## config.mk

```make
export PLATFORM = sky130hd
export DESIGN_NAME = bcd_countdown_timer
export DESIGN_NICKNAME = d
export VERILOG_FILES = /design/src/rtl/bcd_timer_pkg.sv /design/src/rtl/bcd_tick_gen.sv /design/src/rtl/bcd_countdown_timer.sv
export SDC_FILE = /design/constraint.sdc
export NUM_CORES = 1
export LEC_CHECK = 0
export ABC_CLOCK_PERIOD_IN_PS = 2000
export BUFFER_PORTS_ARGS = -buffer_cell sky130_fd_sc_hd__buf_4
export CORE_AREA = 2 2 72 67
export CTS_CLUSTER_SIZE = 30
export DETAILED_ROUTE_END_ITERATION = 7
export DIE_AREA = 0 0 74 69
export PLACE_DENSITY = 0.83
export SYNTH_ARGS = -nofsm -noshare
export SYNTH_HDL_FRONTEND = slang
export SYNTH_SLANG_ARGS = --single-unit
```

## constraint.sdc

```tcl
create_clock -name CLK_50 -period 2 [get_ports CLK_50]
set_clock_uncertainty 0.15 [all_clocks]
set_input_delay 0.5 -clock CLK_50 [delete_from_list [all_inputs] [get_ports CLK_50]]
set_output_delay 0.5 -clock CLK_50 [all_outputs]
set_load 0.02 [all_outputs]
```

## src/rtl/bcd_timer_pkg.sv

```systemverilog
// Shared types and helpers for the two-digit BCD countdown timer.
package bcd_timer_pkg;

  localparam int BCD_W = 4;
  localparam logic [BCD_W-1:0] BCD_MAX = 4'd9;

  // Controller states; the ST_ prefix keeps them clear of the DONE port name.
  typedef enum logic [1:0] {
    ST_IDLE  = 2'd0,
    ST_RUN   = 2'd1,
    ST_PAUSE = 2'd2,
    ST_DONE  = 2'd3
  } state_t;

  // Switch values above 9 are not valid BCD, so they saturate to 9.
  function automatic logic [BCD_W-1:0] bcd_clamp(input logic [BCD_W-1:0] digit);
    return (digit > BCD_MAX) ? BCD_MAX : digit;
  endfunction

endpackage

```

## src/rtl/bcd_tick_gen.sv

```systemverilog
// Prescaler: emits a one-cycle TICK every DIV_LEN cycles of running time.
module bcd_tick_gen
  import bcd_timer_pkg::*;
#(
  parameter int DIV_LEN = 50_000_000
) (
  input  logic CLK_50,
  input  logic RST,
  input  logic run,
  input  logic clr,
  output logic TICK
);

  localparam int CNT_W = (DIV_LEN > 1) ? $clog2(DIV_LEN) : 1;
  localparam logic [CNT_W-1:0] LAST = CNT_W'(DIV_LEN - 1);

  logic [CNT_W-1:0] divCnt_q, divCnt_d;
  logic             tick_q, tick_d;

  // Next count: clear wins, otherwise count only while running and hold otherwise.
  always_comb begin
    divCnt_d = divCnt_q;
    tick_d   = 1'b0;
    if (clr) begin
      divCnt_d = '0;
    end else if (run) begin
      if (divCnt_q == LAST) begin
        divCnt_d = '0;
        tick_d   = 1'b1;
      end else begin
        divCnt_d = divCnt_q + 1'b1;
      end
    end
  end

  // Counter and registered tick pulse.
  always_ff @(posedge CLK_50) begin
    if (RST) begin
      divCnt_q <= '0;
      tick_q   <= 1'b0;
    end else begin
      divCnt_q <= divCnt_d;
      tick_q   <= tick_d;
    end
  end

  assign TICK = tick_q;

endmodule

```

## src/rtl/bcd_countdown_timer.sv

```systemverilog
// Two-digit BCD countdown timer: load from switches, count down on prescaled
// ticks, pulse DONE on reaching 00.
module bcd_countdown_timer
  import bcd_timer_pkg::*;
#(
  parameter int DIV_LEN = 50_000_000
) (
  input  logic       CLK_50,
  input  logic       RST,
  input  logic       EN,
  input  logic       LOAD_N,
  input  logic       START,
  input  logic [7:0] DIN,
  output logic [7:0] DOUT,
  output logic       BOUT,
  output logic       BUSY,
  output logic       DONE,
  output logic       TICK
);

  state_t           state_q;
  logic [BCD_W-1:0] tens_q, ones_q;
  logic [BCD_W-1:0] tensDec_d, onesDec_d;
  logic             done_q;
  logic             tick;
  logic             isZero, lastStep;
  logic             loadReq, startAcc, prescRun, prescClr;

  assign isZero   = (tens_q == '0) && (ones_q == '0);
  assign lastStep = (tens_q == '0) && (ones_q == 4'd1);
  assign loadReq  = EN && !LOAD_N;
  assign startAcc = EN && LOAD_N && (state_q == ST_IDLE) && START && !isZero;
  assign prescRun = EN && (state_q == ST_RUN);
  assign prescClr = loadReq || startAcc;

  bcd_tick_gen #(
    .DIV_LEN(DIV_LEN)
  ) u_tick_gen (
    .CLK_50(CLK_50),
    .RST   (RST),
    .run   (prescRun),
    .clr   (prescClr),
    .TICK  (tick)
  );

  // BCD decrement with borrow from ones into tens; tens never wraps below 0.
  always_comb begin
    tensDec_d = tens_q;
    onesDec_d = ones_q;
    if (ones_q != '0) begin
      onesDec_d = ones_q - 1'b1;
    end else begin
      onesDec_d = BCD_MAX;
      tensDec_d = (tens_q != '0) ? tens_q - 1'b1 : '0;
    end
  end

  // Controller FSM, digit registers and the registered DONE pulse.
  always_ff @(posedge CLK_50) begin
    if (RST) begin
      state_q <= ST_IDLE;
      tens_q  <= '0;
      ones_q  <= '0;
      done_q  <= 1'b0;
    end else begin
      done_q <= 1'b0;
      if (EN) begin
        if (!LOAD_N) begin
          tens_q  <= bcd_clamp(DIN[7:4]);
          ones_q  <= bcd_clamp(DIN[3:0]);
          state_q <= ST_IDLE;
        end else begin
          case (state_q)
            ST_IDLE: begin
              if (START && !isZero) state_q <= ST_RUN;
            end
            ST_RUN: begin
              if (tick) begin
                tens_q <= tensDec_d;
                ones_q <= onesDec_d;
                if (lastStep) begin
                  state_q <= ST_DONE;
                  done_q  <= 1'b1;
                end
              end
            end
            ST_PAUSE: begin
              state_q <= ST_RUN;
            end
            ST_DONE: begin
              state_q <= ST_DONE;
            end
            default: begin
              state_q <= ST_IDLE;
            end
          endcase
        end
      end else if (state_q == ST_RUN) begin
        state_q <= ST_PAUSE;
      end
    end
  end

  assign DOUT = {tens_q, ones_q};
  assign BOUT = isZero;
  assign BUSY = (state_q == ST_RUN) || (state_q == ST_PAUSE);
  assign DONE = done_q;
  assign TICK = tick;

endmodule
```

==> results of run 1 <==
power by group through the flow:
stage	combinational (µW)	clock, µW	sequential (µW)
6_report	258	554	784
5_1_grt	281	598	785
4_1_cts	248	561	782
3_5_place_dp	231	0	799
3_3_place_gp	225	0	798
2_1_floorplan	126	0	813
Yosys cell counts (3+ instances only):
master,number,share of area (%)
nor4b_1,4,1.6
nor3_1,7,1.6
a211oi_2,6,3.4
o21ai_0,14,3.2
inv_1,9,1.5
o31ai_1,6,2.1
nand3_1,12,2.7
buf_6,5,2.6
dfxtp_1,38,35
nand4_1,6,1.7
nor2b_1,4,1.1
ha_1,4,2.3
xor2_1,8,3.2
nand2_1,21,3.6
xnor2_1,4,1.6
a211oi_1,5,1.7
o21a_1,3,1.0
nor2_1,12,2.1
buf_2,3,0.69
or3_1,6,1.7
and3_1,5,1.4
and4_1,4,1.6
nor3_2,7,3.2
a31oi_1,3,0.86
clkbuf_1,4,0.69
or4_1,7,2.4
a21oi_1,7,1.6
registers in the layout, summed over array words and instances (netlist names):
register / flops
ones_q: 4
u_tick_gen.TICK: 1
state_q: 2
DONE: 1
tens_q: 4
u_tick_gen.divCnt_q: 26
worst reg2reg max path, stage by stage, from the launching register on:
cell and delay [ns]:
dfxtp_2 0.33, or4_4 0.56, buf_4 0.16, o21ai_2 0.21, o21ai_2 0.10, buf_12 0.17
a211oi_1 0.26
path summary, 6_finish.rpt:
kind	from	endpoint	slack [ns]	cells after the start
worst max-delay path	tens_q[3]	BOUT	-0.09	3
worst min-delay path	RST	ones_q[2]	0.29	2
worst max register to register	tens_q[3]	u_tick_gen.divCnt_q[19]	-0.03	6
worst min register to register	u_tick_gen.divCnt_q[1]	u_tick_gen.divCnt_q[1]	0.35	2
cells in the final DEF (no fill, tap or decap), types with 3 or more instances in the layout:
| cell type | n |
|---|---|
| or4_4 | 3 |
| o21a_1 | 3 |
| xnor2_1 | 4 |
| nand3_1 | 12 |
| nor2_1 | 11 |
| a31oi_1 | 3 |
| and3_2 | 3 |
| xor2_1 | 8 |
| a211oi_2 | 7 |
| buf_4 | 50 |
| nand4_1 | 6 |
| dfxtp_2 | 5 |
| inv_1 | 9 |
| o31ai_1 | 6 |
| or4_1 | 5 |
| nor4b_1 | 4 |
| a21oi_1 | 7 |
| and3_1 | 4 |
| nor2b_1 | 4 |
| nor3_2 | 7 |
| or3_1 | 6 |
| a211oi_1 | 4 |
| dfxtp_1 | 33 |
| nand2_1 | 21 |
| o21ai_0 | 14 |
| nor3_1 | 6 |
| clkbuf_8 | 6 |
cell type report:
cell class | count | area, µm² | area share, %
clock inverters | 1 | 5.00 | 0.182
multi-input cells | 186 | 1350 | 49.2
inverters | 9 | 33.8 | 1.23
clock buffers | 7 | 86.3 | 3.14
well taps | 62 | 77.6 | 2.82
repair buffers | 53 | 427 | 15.5
flip-flops and latches | 38 | 767 | 27.9
kinds of logic after synthesis:
kind of cell / after synthesis / synth area share [%]
xor gates and xnor gates: 12 / 4.81
DFF: 38 / 34.8
AOI/OAI and AO/OA: 64 / 22.1
and+or+nand+nor: 105 / 29.8
buffers and inverters: 23 / 6.18
adders and majority gates: 4 / 2.29
per-layer routing:
metal	GRT usage [%]	share of wire [%]	vias to the layer above
li1	-	-	1028
met3	5.41	5.0	11
met1	30.3	45	1012
met2	31.3	48	65
met4	9.49	1.9	0
met5	0	0	-
metrics by stage:
step	worst slack [ns]	cell area [µm²]	power (µW)
after global routing	-0.119	2750	1660
final	-0.0917	2750	1600
after CTS	-0.0835	2680	1590
after floorplan	0.0444	2190	939
after detailed placement	-0.0131	2560	1030
after global placement	0.0247	2560	1020
timing repair:
item | CTS | global route
cloned | 0 | 1
buffers inserted | 1 | 3
endpoints found under the setup margin | 3 | 22
hold buffers | 0 | 0
pin swaps | 1 | 3
resized for setup | 9 | 9
==> flow_summary.ini, run 1 <==
[status]
outcome = finished, violations left
violations = setup timing

[global_route]
antenna_found_initial = 0
grt_pass1_wl_um = 8790
grt_pass1_vias = 1926
grt_start_max_net_pins = 28
overflow = 0
grt_util_all_layers_pct = 21.7

[timing]
max-slew-margin-rel_pct = 72.2
setup_ws_ns = -0.0917
slew_violations = 0
holdWs_ns = 0.294
min_period_ns = 2.09
tightest_slew_ns = 0.412
min_period_over_period_pct = 105
fmax_mhz = 478
setup_tns_ns = -0.155
setup_violations = 3
grt_setup_unrepaired = true
hold_violations = 0

[power_and_ir_drop]
power.switching_uw = 428
powerDensity_mw_per_mm2 = 580
seq_power_share_pct = 49.1
p_clk_share_pct = 34.7
p_comb_share_pct = 16.2
worst_ir_drop_vdd_mv = 0.246
leakage_uw = 0.00103
p_sw_share_pct = 26.8
p_int_uw = 1170

[clock_tree]
clock_sinks = 38
cts_tree = done
cts.reportedPaths.clkPinSlew_ns = 0.08
cts_buffers = 5
cts_root_buf = clkbuf_8
cts_max_level = 2
clockBufferDepth = 2
clk_latency_ns = 0.30

[worst_hold_path]
hold_class = in -> reg

[critical_path]
cpPeakStageDelay_ns = 0.56
crit_slowest_cell = or4_4
startpoint_type = register
crit_type = reg -> out
required_ns = 1.35
critPathMaxFanout = 2
crit_family = simple AND/OR/NAND/NOR gates
cp.buffers_inverters = 1
path_cells = or4_4 > nor2_4 > buf_6
arrival_ns = 1.44
end_kind = primary output

[finish]
finalNonFillerCells = 356
fin_util_pct = 63.3
diodes = 0
drive_above_1_share_pct = 33.7
syn2layout_area_growth_pct = 25.8
layout.nets = 310
nFillCells = 373

[floorplanning]
core_mm2 = 0.00435
io_pins = 25
die_y_um = 69
start_util_pct = 50.3
die_w_um = 74
die-area_mm2 = 0.00511
rows = 23

[synthesis]
synth_top_flop_cell = dfxtp_1
synthesis.area_mm2 = 0.00219
ys_ff_latch = 38
syn_inst = 246
synth_warnings = 0
synth_edf_count = 0
yosysSeqAreaShare_pct = 34.8
synthDistinctLibCells = 49
synth_nets = 263
synth.avg_cell_area_um2 = 8.89
synth-async-reset-ratio_pct = 0

[route]
firstDrtPassIters = 4
vias = 2116
wl_um = 5370
drt-wirelength-per-cell_um = 15.1
detail_route.vias_per_cell = 5.94
drtIter0Drc = 198
drc = 0
ant_nets = 0

[placed_design]
port_buffers = 24
placed_cells = 343
hpwlAfterDp_um = 3530
place.gp.congestion = 0.828

[flow_run]
maxCapViolCount = 0
Power figures use the tool's default switching activity.
==> inputs of run 2 (changes only) <==
CELL_PAD_IN_SITES_DETAIL_PLACEMENT = 0   (was not set)
CELL_PAD_IN_SITES_GLOBAL_PLACEMENT = 2   (was not set)
CORE_AREA = 2 2 91 84   (was 2 2 72 67)
DIE_AREA = 0 0 93 86   (was 0 0 74 69)
==> run 2 against run 1 <==
The flow still finishes with violations (setup timing); hold slack better by 0.034 ns; count of clock-buffer cells in the layout unchanged; register-to-register slack better by 0.10 ns; critical path depth unchanged; final cell count up 8.4%; power up 0.97%; fmax up 1.7%; die area up 57%; clock power about the same; combinational power up 5%; largest cell class unchanged.
==> flow_summary.ini, run 2 (synthesis results as in run 1) <==
[global_route]
antenna_found_initial = 0
grt_start_max_net_pins = 28
grt_pass1_wl_um = 9160
overflow = 0
grt_pass1_vias = 1843
grt_util_all_layers_pct = 14.3

[finish]
top_regs = u_tick_gen.divCnt_q x26, ones_q x4, tens_q x4
register_area_um2 = 768
diodes = 0
syn2layout_area_growth_pct = 28.4
layout.nets = 309
largest_register_ffs = 26
final_area_mm2 = 0.00281
final_common_cell = buf_4
nFillCells = 723
regMostFlops = u_tick_gen.divCnt_q
multi_input_area_mm2 = 0.00137
final_cell_mix = 50 x buf_4, 32 x dfxtp_1, 21 x nand2_1, 14 x o21ai_0, 12 x nand3_1
drive_above_1_share_pct = 35.5
fin_util_pct = 40.3

[clock_tree]
clock_sinks = 38
cts_tree = done
cts.reportedPaths.clkPinSlew_ns = 0.07
clk_latency_ns = 0.30
clockBufferDepth = 2
cts_root_buf = clkbuf_8
cts_hold_buf = 0
cts_buffers = 5
cts_max_level = 2

[power_and_ir_drop]
powerDensity_mw_per_mm2 = 574
leakage_uw = 0.00103
worst_ir_drop_vdd_mv = 0.286

[worst_hold_path]
min-delay-start = RST
hold_depth = 2
hold_class = in -> reg
hold-path-endpoint = ones_q[1]

[status]
violations = setup timing
outcome = finished, violations left

[floorplanning]
die_y_um = 86
io_pins = 25
rows = 29
die_w_um = 93
start_util_pct = 31.4
core_mm2 = 0.00697
die-area_mm2 = 0.00800

[timing]
setup_violations = 1
max-slew-margin-rel_pct = 74.8
fmax_mhz = 486
slew_violations = 0
holdWs_ns = 0.328
setup_ws_ns = -0.0573
hold_violations = 0
min_period_over_period_pct = 103
setup_tns_ns = -0.0573
grt_setup_unrepaired = true
min_period_ns = 2.06
tightest_slew_ns = 0.374

[flow_run]
maxCapViolCount = 0

[placed_design]
place.gp.congestion = 0.750
hpwlAfterDp_um = 3800
port_buffers = 24
placed_cell_area_mm2 = 0.00261

[critical_path]
required_ns = 1.35
r2r-end = u_tick_gen.divCnt_q[18]
arrival_ns = 1.41
crit_type = reg -> out
regToRegSetupSlack_ns = 0.07
startpoint_type = register
critPathMaxFanout = 2
r2r_cells = 6
timing.rr.start = ones_q[2]
end_kind = primary output

[route]
drtIter0Drc = 63
ant_nets = 0
vias = 2009
detail_route.vias_per_cell = 5.20
firstDrtPassIters = 4
wl_um = 5400
drc = 0
drt-wirelength-per-cell_um = 14.0
-- run 2: area by class of cell --
class,instances,area share (%)
Clock buffer,7,3.07
Timing Repair Buffer,53,15.2
Tap cell,93,4.14
Clock inverter,1,0.178
Sequential cell,38,27.4
Inverter,9,1.20
Multi-Input combinational cell,185,48.8
-- run 2: power by group --
part	leakage [µW]	internal [µW]	switching [µW]
Clock	0.0000482	279	278
Combinational	0.000674	125	146
Sequential	0.000310	771	12.0
Total	0.00103	1170	436
-- run 2: timing repair --
action                     in CTS  in global routing
setup endpoints to repair       2                 22
pin swaps                       3                  1
gates cloned                    0                  0
setup buffers                   3                  0
resized for setup               6                 20
-- run 2: layer usage --
metal / global-route usage, % / wire length (µm) / up-vias
met5: 0 / 0 / -
met4: 4.81 / 72 / 0
met3: 3.08 / 159 / 5
met2: 20.2 / 2370 / 22
met1: 21.3 / 2800 / 960
li1: - / - / 1022
-- run 2: stage by stage --
step                power, µW  instances  worst slack (ns)
global placement         1040        375            0.0696
floorplan                 939        246            0.0444
global route             1690        386           -0.0902
finish                   1610        386           -0.0573
detailed placement       1030        375            0.0156
CTS                      1610        386           -0.0728
-- run 2: how the worst max path moves through the flow --
stage / start / to / cells after the start
floorplan: state_q[1] / u_tick_gen.divCnt_q[20] / 7
global placement: EN / u_tick_gen.divCnt_q[17] / 6
detailed placement: state_q[1] / u_tick_gen.divCnt_q[15] / 7
CTS: tens_q[1] / BOUT / 3
global route: ones_q[0] / BOUT / 3
finish: ones_q[0] / BOUT / 3
-- run 2: critical path, cell delays in order, from the launching register on --
cell and delay (ns):
dfxtp_2 0.33, or4_4 0.55, nor2_4 0.12, buf_6 0.12
==> inputs of run 3 (changes only) <==
PLACE_DENSITY = 0.75   (was 0.83)
==> run 3 against run 2 <==
The run still ends with setup timing left; via count decreased by 1.2%; setup slack got worse by 0.0055 ns; largest power group unchanged; design area unchanged.
==> flow_summary.ini, run 3 (synthesis results as in run 1) <==
[status]
outcome = finished, violations left
violations = setup timing

[global_route]
grt_util_all_layers_pct = 15.1
overflow = 0
grt_pass1_vias = 1895
use_met1_pct = 23.3
grt_use_met3_pct = 2.81
use_met2_pct = 20.4
grt_start_max_net_pins = 28
antenna_found_initial = 0
grt_pass1_wl_um = 9570
top_usage_layer = met1

[floorplanning]
core_mm2 = 0.00697
die-area_mm2 = 0.00800
die_y_um = 86
die_w_um = 93
start_util_pct = 31.4
rows = 29
io_pins = 25

[placed_design]
place.gp.congestion = 0.772
hpwlAfterDp_um = 3940
port_buffers = 24
placed_cells = 379

[timing]
setup_violations = 1
min_period_over_period_pct = 103
grt_setup_unrepaired = true
slew_violations = 0
max-slew-margin-rel_pct = 72.1
holdWs_ns = 0.316
setup_ws_ns = -0.0628
min_period_ns = 2.06
hold_violations = 0
fmax_mhz = 485
tightest_slew_ns = 0.414

[route]
drtIter0Drc = 88
wl_um = 5560
drt-wirelength-per-cell_um = 14.3
drc = 0
vias = 1985
firstDrtPassIters = 4
detail_route.vias_per_cell = 5.12
ant_nets = 0

[power_and_ir_drop]
leakage_uw = 0.00104
powerDensity_mw_per_mm2 = 605
total_power_uw = 1700
worst_ir_drop_vdd_mv = 0.251

[critical_path]
critPathMaxFanout = 2
timing.rr.start = state_q[1]
startpoint = ones_q[3]
arrival_ns = 1.41
end_kind = primary output
regToRegSetupSlack_ns = 0.08
startpoint_type = register
crit_type = reg -> out
required_ns = 1.35

[clock_tree]
cts_root_buf = clkbuf_8
clk_latency_ns = 0.30
cts_max_level = 2
cts_buffers = 5
cts_hold_buf = 0
clock_sinks = 38
cts.reportedPaths.clkPinSlew_ns = 0.08
clockBufferDepth = 2
cts_tree = done

[finish]
diodes = 0
top_regs = u_tick_gen.divCnt_q x26, ones_q x4, tens_q x4
layout.nets = 311
nFillCells = 743
largest_register_ffs = 26
syn2layout_area_growth_pct = 28.4
multi_input_area_mm2 = 0.00135
final_cell_mix = 51 x buf_4, 33 x dfxtp_1, 21 x nand2_1, 14 x o21ai_0, 12 x nand3_1
register_area_um2 = 767
fin_util_pct = 40.3
final_common_cell = buf_4
regMostFlops = u_tick_gen.divCnt_q
finalNonFillerCells = 388
drive_above_1_share_pct = 34.9

[worst_hold_path]
hold_class = in -> reg
min-delay-start = RST

[flow_run]
maxCapViolCount = 0
## run 3: cell types whose count changed in the layout (fill, tap and decap cells not counted), moves of 2 or more
| cell | before | now |
|---|---|---|
| ha_2 | 0 | 2 |
| a211oi_1 | 2 | 4 |
| buf_6 | 1 | 3 |
| a211oi_2 | 9 | 7 |
## run 3: critical path, stage by stage (launching register included)
cell     delay [ns]
dfxtp_2        0.33
or4_4          0.56
nor2_4         0.12
buf_6          0.12
## run 3: path summary, 6_finish.rpt
| kind | cells after the start | end |
|---|---|---|
| setup / recovery | 3 | BOUT |
| hold / removal | 2 | ones_q[1] |
| setup reg to reg | 6 | u_tick_gen.divCnt_q[25] |
| hold reg to reg | 2 | u_tick_gen.divCnt_q[1] |
## run 3: power breakdown
part | leakage, µW | switching [µW] | internal (µW)
registers | 0.000310 | 12.1 | 770
clock network | 0.0000524 | 287 | 374
logic | 0.000681 | 139 | 116
## run 3: through the flow
stage               setup slack [ns]  cell area [µm²]  TNS (ns)
global route                  -0.105             2810    -0.138
floorplan                     0.0444             2190         0
detailed placement            0.0287             2620         0
global placement              0.0497             2620         0
finish                       -0.0628             2810   -0.0628
CTS                          -0.0817             2760   -0.0817
## run 3: final cells by class
cell class	instances	share of cell area (%)
Clock buffer	7	2.72
Multi-Input combinational cell	185	48.0
Sequential cell	38	27.3
Tap cell	93	4.14
Inverter	9	1.20
Clock inverter	1	1.07
Timing Repair Buffer	55	15.6
## run 3: repair_timing
item,4_1_cts,5_1_grt
endpoints found under the setup margin,2,24
gates resized for setup,8,15
endpoints found under the hold margin,0,0
setup buffers,1,0
pin swaps,0,4
## run 3: routing by layer
| layer | part of all wire, % | vias to the layer above |
|---|---|---|
| li1 | - | 1020 |
| met1 | 56 | 938 |
| met2 | 40 | 21 |
| met3 | 2.4 | 6 |
| met4 | 1.4 | 0 |
| met5 | 0 | - |
